--- src/rtl/psi_pkg.sv ---
// Shared definitions for the PSI input collector and the PSI core wrappers:
// the loader state encoding and the index-width helpers.
package psi_pkg;

    localparam logic ST_LOAD = 1'b0;
    localparam logic ST_FULL = 1'b1;

    typedef enum logic {
        LOAD = ST_LOAD,
        FULL = ST_FULL
    } state_t;

    // A width of at least one bit, so that a count of 1 still yields a legal vector.
    function automatic int clog2_min1(input int n);
        return (n <= 1) ? 1 : $clog2(n);
    endfunction

    function automatic int party_idx_w(input int n_parties);
        return clog2_min1(n_parties);
    endfunction

    function automatic int elem_idx_w(input int k_elems);
        return clog2_min1(k_elems);
    endfunction

endpackage

--- src/rtl/psi_order_check.sv ---
// Strict-ascending checker for one party's stream. It keeps the previous accepted
// element and raises a sticky error that is cleared on batch handoff.
module psi_order_check #(
    parameter int W = 16
) (
    input  logic         clk,
    input  logic         rst_n,
    input  logic         i_accept,
    input  logic         i_first,
    input  logic         i_clear,
    input  logic [W-1:0] i_data,
    output logic         o_err
);

    logic [W-1:0] r_prev;
    logic         r_err;

    always_ff @(posedge clk) begin
        if (!rst_n) begin
            r_prev <= '0;
            r_err  <= 1'b0;
        end else begin
            if (i_accept) begin
                r_prev <= i_data;
            end
            // The first element of a party has no predecessor, so the stale r_prev is ignored.
            if (i_clear) begin
                r_err <= 1'b0;
            end else if (i_accept && !i_first && (i_data <= r_prev)) begin
                r_err <= 1'b1;
            end
        end
    end

    assign o_err = r_err;

endmodule

--- src/rtl/psi_input_collector.sv ---
// Packs a stream of N*K set elements into the flat PSI input bus and holds it behind a
// valid/ready handoff. Define PSI_ORDER_CHECK_EN to build in the ascending-order checker.
module psi_input_collector
    import psi_pkg::*;
#(
    parameter int W = 16,
    parameter int K = 16,
    parameter int N = 4
) (
    input  logic                       clk,
    input  logic                       rst_n,
    input  logic                       in_valid,
    output logic                       in_ready,
    input  logic [W-1:0]               in_data,
    output logic                       out_valid,
    input  logic                       out_ready,
    output logic [W*K*N-1:0]           p_input,
    output logic [party_idx_w(N)-1:0]  party_idx,
    output logic                       order_err
);

    localparam int PW = party_idx_w(N);
    localparam int KW = elem_idx_w(K);

    state_t          r_state;
    state_t          w_state_next;
    logic [PW-1:0]   r_party;
    logic [KW-1:0]   r_elem;
    logic            w_accept;
    logic            w_handoff;
    logic            w_last_elem;
    logic            w_last_slot;

    assign w_accept    = in_valid && (r_state == LOAD);
    assign w_handoff   = out_ready && (r_state == FULL);
    assign w_last_elem = (r_elem == KW'(K - 1));
    assign w_last_slot = w_last_elem && (r_party == PW'(N - 1));
    assign party_idx   = r_party;

    always_ff @(posedge clk) begin
        if (!rst_n) begin
            r_state <= LOAD;
        end else begin
            r_state <= w_state_next;
        end
    end

    always_comb begin
        w_state_next = r_state;
        in_ready     = 1'b0;
        out_valid    = 1'b0;
        case (r_state)
            LOAD: begin
                in_ready = 1'b1;
                if (w_accept && w_last_slot) begin
                    w_state_next = FULL;
                end
            end
            FULL: begin
                out_valid = 1'b1;
                if (out_ready) begin
                    w_state_next = LOAD;
                end
            end
            default: ;
        endcase
    end

    // The counters wrap to zero on the final accept, so FULL always starts with them cleared.
    always_ff @(posedge clk) begin
        if (!rst_n) begin
            r_party <= '0;
            r_elem  <= '0;
        end else if (w_accept) begin
            if (w_last_elem) begin
                r_elem  <= '0;
                r_party <= (r_party == PW'(N - 1)) ? '0 : r_party + PW'(1);
            end else begin
                r_elem <= r_elem + KW'(1);
            end
        end else if (w_handoff) begin
            r_party <= '0;
            r_elem  <= '0;
        end
    end

    for (genvar gi = 0; gi < N * K; gi++) begin : g_slot
        logic [W-1:0] r_slot;

        always_ff @(posedge clk) begin
            if (!rst_n) begin
                r_slot <= '0;
            end else if (w_accept && (r_party == PW'(gi / K)) && (r_elem == KW'(gi % K))) begin
                r_slot <= in_data;
            end
        end

        assign p_input[gi*W +: W] = r_slot;
    end

`ifdef PSI_ORDER_CHECK_EN
    psi_order_check #(
        .W (W)
    ) u_order_check (
        .clk      (clk),
        .rst_n    (rst_n),
        .i_accept (w_accept),
        .i_first  (r_elem == '0),
        .i_clear  (w_handoff),
        .i_data   (in_data),
        .o_err    (order_err)
    );
`else
    assign order_err = 1'b0;
`endif

endmodule
--- config.mk ---
export PLATFORM = sky130hd
export DESIGN_NAME = psi_input_collector
export DESIGN_NICKNAME = d
export VERILOG_FILES = /design/src/rtl/psi_pkg.sv /design/src/rtl/psi_order_check.sv /design/src/rtl/psi_input_collector.sv
export SDC_FILE = /design/constraint.sdc
export NUM_CORES = 2
export LEC_CHECK = 0
export BUFFER_PORTS_ARGS = -buffer_cell sky130_fd_sc_hd__buf_2
export CAP_MARGIN = 0
export CORE_AREA = 2 2 410 412
export DETAILED_ROUTE_END_ITERATION = 6
export DIE_AREA = 0 0 412 414
export GPL_TIMING_DRIVEN = 1
export HOLD_SLACK_MARGIN = 0.06
export PLACE_DENSITY = 0.45
export SETUP_SLACK_MARGIN = 0.5
export SYNTH_ARGS = -nofsm -noshare
export SYNTH_HDL_FRONTEND = slang
export SYNTH_SLANG_ARGS = --single-unit
--- constraint.sdc ---
create_clock -name clk -period 2.6 [get_ports clk]
set_input_delay 0.13 -clock clk [delete_from_list [all_inputs] [get_ports clk]]
set_output_delay 0.13 -clock clk [all_outputs]
set_load 0.01 [all_outputs]
==> impl_metrics.yaml <==
setup_path:
  rrSetupSlack_ns: 0.58
  worst_ep_arrival_time_ns: 2.68
  cpPeakStageDelay_ns: 0.41
  cp_common_cell: "buf_12"
  crit_type: "register to register"
  slowest_stage: "ha_1"
  worstPathCellList: "inv_1, ha_1, nand4b_4, buf_12, nor2_8, buf_12, mux2i_1"
  crit_path_end_kind: "register"
  r2r_end: "g_slot[46].r_slot[11]"
  required_ns: 3.25
  rr_worst_depth: 7
  cp-start-kind: "register"
  reg2reg_from: "party_idx[0]"
  worst-path-max-fanout: 16
route:
  wl_per_cell_um: 23.2
  vias: 28800
  first_pass_iters: 5
  wl_met3_um: 12800
  top_layer: "met5"
  postRouteWirelength_um: 159000
  drt-initial-drc-count: 1499
  drt_drc_violations_left: 0
  wl_met2_um: 73000
  ant_nets: 0
  routed_via_density: 4.22
  wl_met1_um: 66600
timing:
  clock_skew_ns: 0.0197
  slew_headroom: 0.407
  period_needed_ns: 2.02
  slew_violations: 0
  finalSetupViolCount: 0
  max_freq_mhz: 494
  rsz0062_at_grt: "true"
  post-route-period-util: 0.779
  hold_violations: 0
  tightest_slew_ns: 0.889
  tns_ns: 0
synthesis:
  synth_area_sq_mm: 0.0389
  synth_seq_area_share: 0.531
  ys_top_cells_by_count: "nand2_1 (1,043), dfxtp_1 (1,031), mux2i_1 (1,025)"
  synth_edf_count: 0
  async_flop_share: 0
  syn_area_per_cell_sq_um: 11.1
  synth_nets: 3539
  synthTopCellsByArea: "dfxtp_1 (53%), mux2i_1 (26%), nand2_1 (10%), nor2_8 (3.3%), clkbuf_1 (2.0%)"
  synth.distinct_cells: 33
  yosys.area.top_type: "dfxtp_1"
  yosys_most_used_dff: "dfxtp_1"
  syn_inst: 3511
  ys_ff_latch: 1031
  synth_most_common_cell: "nand2_1"
  yosys_warnings: 0
  synth_top_cell_area_share: 0.531
global_route:
  grt_first_pass_wirelength_um: 218000
  grt_util_all_layers: 0.178
  grt_max_degree: 123
  grt_pass1_vias: 28300
  antenna_found_initial: 9
  grt_overflow_total: 0
clock_tree:
  cts_root_buffer: "clkbuf_16"
  path_clk_slew_ns: 0.06
  numCtsBuffers: 117
  cts_max_level: 3
  clk_path_buf_depth: 3
  clk-insertion-delay-late_ns: 0.75
  clock-sinks: 1031
  cts_tree: "done"
placed_design:
  port-buffer-count: 1047
  dp_hpwl_um: 102000
  gp_congestion: 0.768
  dp.cells: 6526
run_status:
  status: "complete, no violations"
power:
  p_per_area_mw_per_mm2: 651
  power.static_leakage_uw: 0.0220
  ir_worst_vdd_mv: 0.538
min_path:
  whs_endpoint: "r_state"
  hold_path_depth: 4
  hp-class: "input port to register"
  min_from: "out_ready"
die:
  row_count: 150
  fp.dieW_um: 412
  fp.dieH_um: 414
  initial_core_util: 0.234
  die-area_sq_mm: 0.171
  core-area_sq_mm: 0.166
  top_level_ports: 1049
cells_and_area:
  layout.nets: 4578
  drive_gt1_frac: 0.316
  nFillCells: 17300
  area_growth_pct: 31.9
  final_cells: 6841
run:
  maxCapViolations: 0
## logic make-up (layout without fill, tap and decap cells)
| group | count (synthesis) | count (layout) | synth area share |
|---|---|---|---|
| buffers and inverters | 295 | 1419 | 0.0542 |
| AOI/OAI and AO/OA | 9 | 9 | 0.00154 |
| DFF | 1031 | 1031 | 0.531 |
| xor gates and xnor gates | 1 | 1 | 0.000225 |
| adders and majority gates | 8 | 8 | 0.00257 |
| muxes | 1025 | 1025 | 0.264 |
| and+or+nand+nor | 1141 | 1141 | 0.147 |
| other | 1 | 3 | 0.0000965 |
## routing by layer
metal,up-vias,GRT usage
met5,-,0
met4,4,0.0733
met3,262,0.0585
met2,952,0.289
met1,14000,0.214
li1,13600,-
## what timing repair did
action                                  CTS  global route
hold buffers                             20             0
resized for setup                         2             3
endpoints found under the hold margin   649             0
pin swaps                                53             5
cloned                                    0             0
setup buffers                            83             6
endpoints found under the setup margin  919           376
## worst max-delay path: cells and delay by family (launching register included)
| family | cells | cell delay, ns |
|---|---|---|
| buffers and inverters | 3 | 0.53 |
| adders and majority gates | 1 | 0.41 |
| and+or+nand+nor | 2 | 0.41 |
| DFF | 1 | 0.35 |
| muxes | 1 | 0.21 |
## how the worst max path moves through the flow
| stage | from | endpoint | depth (start not counted) |
|---|---|---|---|
| 2_1_floorplan | party_idx[0] | g_slot[49].r_slot[10] | 5 |
| 3_3_place_gp | r_elem[0] | g_slot[35].r_slot[2] | 4 |
| 3_5_place_dp | r_elem[0] | g_slot[35].r_slot[8] | 4 |
| 4_1_cts | r_elem[1] | g_slot[59].r_slot[8] | 5 |
| 5_1_grt | party_idx[0] | g_slot[34].r_slot[0] | 7 |
| 6_report | party_idx[0] | g_slot[46].r_slot[11] | 7 |
## stage by stage
step / cell area [sq um] / setup WS, ns / hold slack [ns] / utilization / power, uW
2_1_floorplan: 38900 / 0.785 / 0.361 / - / 16800
3_3_place_gp: 45700 / 0.280 / 0.438 / 0.275 / 17500
3_5_place_dp: 45700 / 0.253 / 0.443 / 0.275 / 17500
4_1_cts: 51100 / 0.488 / 0.382 / 0.307 / 33900
5_1_grt: 51300 / 0.454 / 0.419 / 0.308 / 34500
6_report: 51300 / 0.576 / 0.422 / 0.308 / 33400
## area by class of cell
| class | count | area, sq um | share of cell area |
|---|---|---|---|
| sequential | 1031 | 20600 | 0.403 |
| multi-input combinational | 2185 | 16300 | 0.318 |
| timing repair buffer | 1210 | 7850 | 0.153 |
| clock buffer | 175 | 3390 | 0.0661 |
| tap | 2204 | 2760 | 0.0538 |
| clock inverter | 29 | 327 | 0.00637 |
| inverter | 5 | 18.8 | 0.000366 |
| antenna | 2 | 5.00 | 0.0000976 |
## layout by cell type (no fill, tap or decap), types with 2 or more instances in the layout
cell,n
ha_1,4
dfxtp_1,1030
nand4b_4,16
inv_1,5
nor2_1,2
clkinvlp_4,2
dlygate4sd3_1,20
bufinv_16,3
inv_6,3
clkinv_2,17
nor2_8,64
a21boi_0,2
o21ai_0,2
mux2i_1,1025
buf_2,1046
clkinv_16,3
buf_4,37
nand2_4,16
diode_2,2
clkbuf_16,118
clkbuf_8,22
nand2_1,1027
ha_2,4
clkbuf_1,35
buf_12,106
nand2b_4,2
nand3_1,5
## power by group
part           internal, uW  switching [uW]  total, uW  leakage [uW]
clock network          9260            6970      16200       0.00182
logic                   276            1000       1280        0.0119
registers             15800            22.6      15900       0.00830
total                 25400            7990      33400        0.0220
## flip-flops by register name, indices dropped and copies added, names as in the netlist
| name | cells |
|---|---|
| g_slot.r_slot | 1024 |
| r_elem | 4 |
| party_idx | 2 |
| r_state | 1 |
Note: power is estimated with default switching activity, not from simulation.
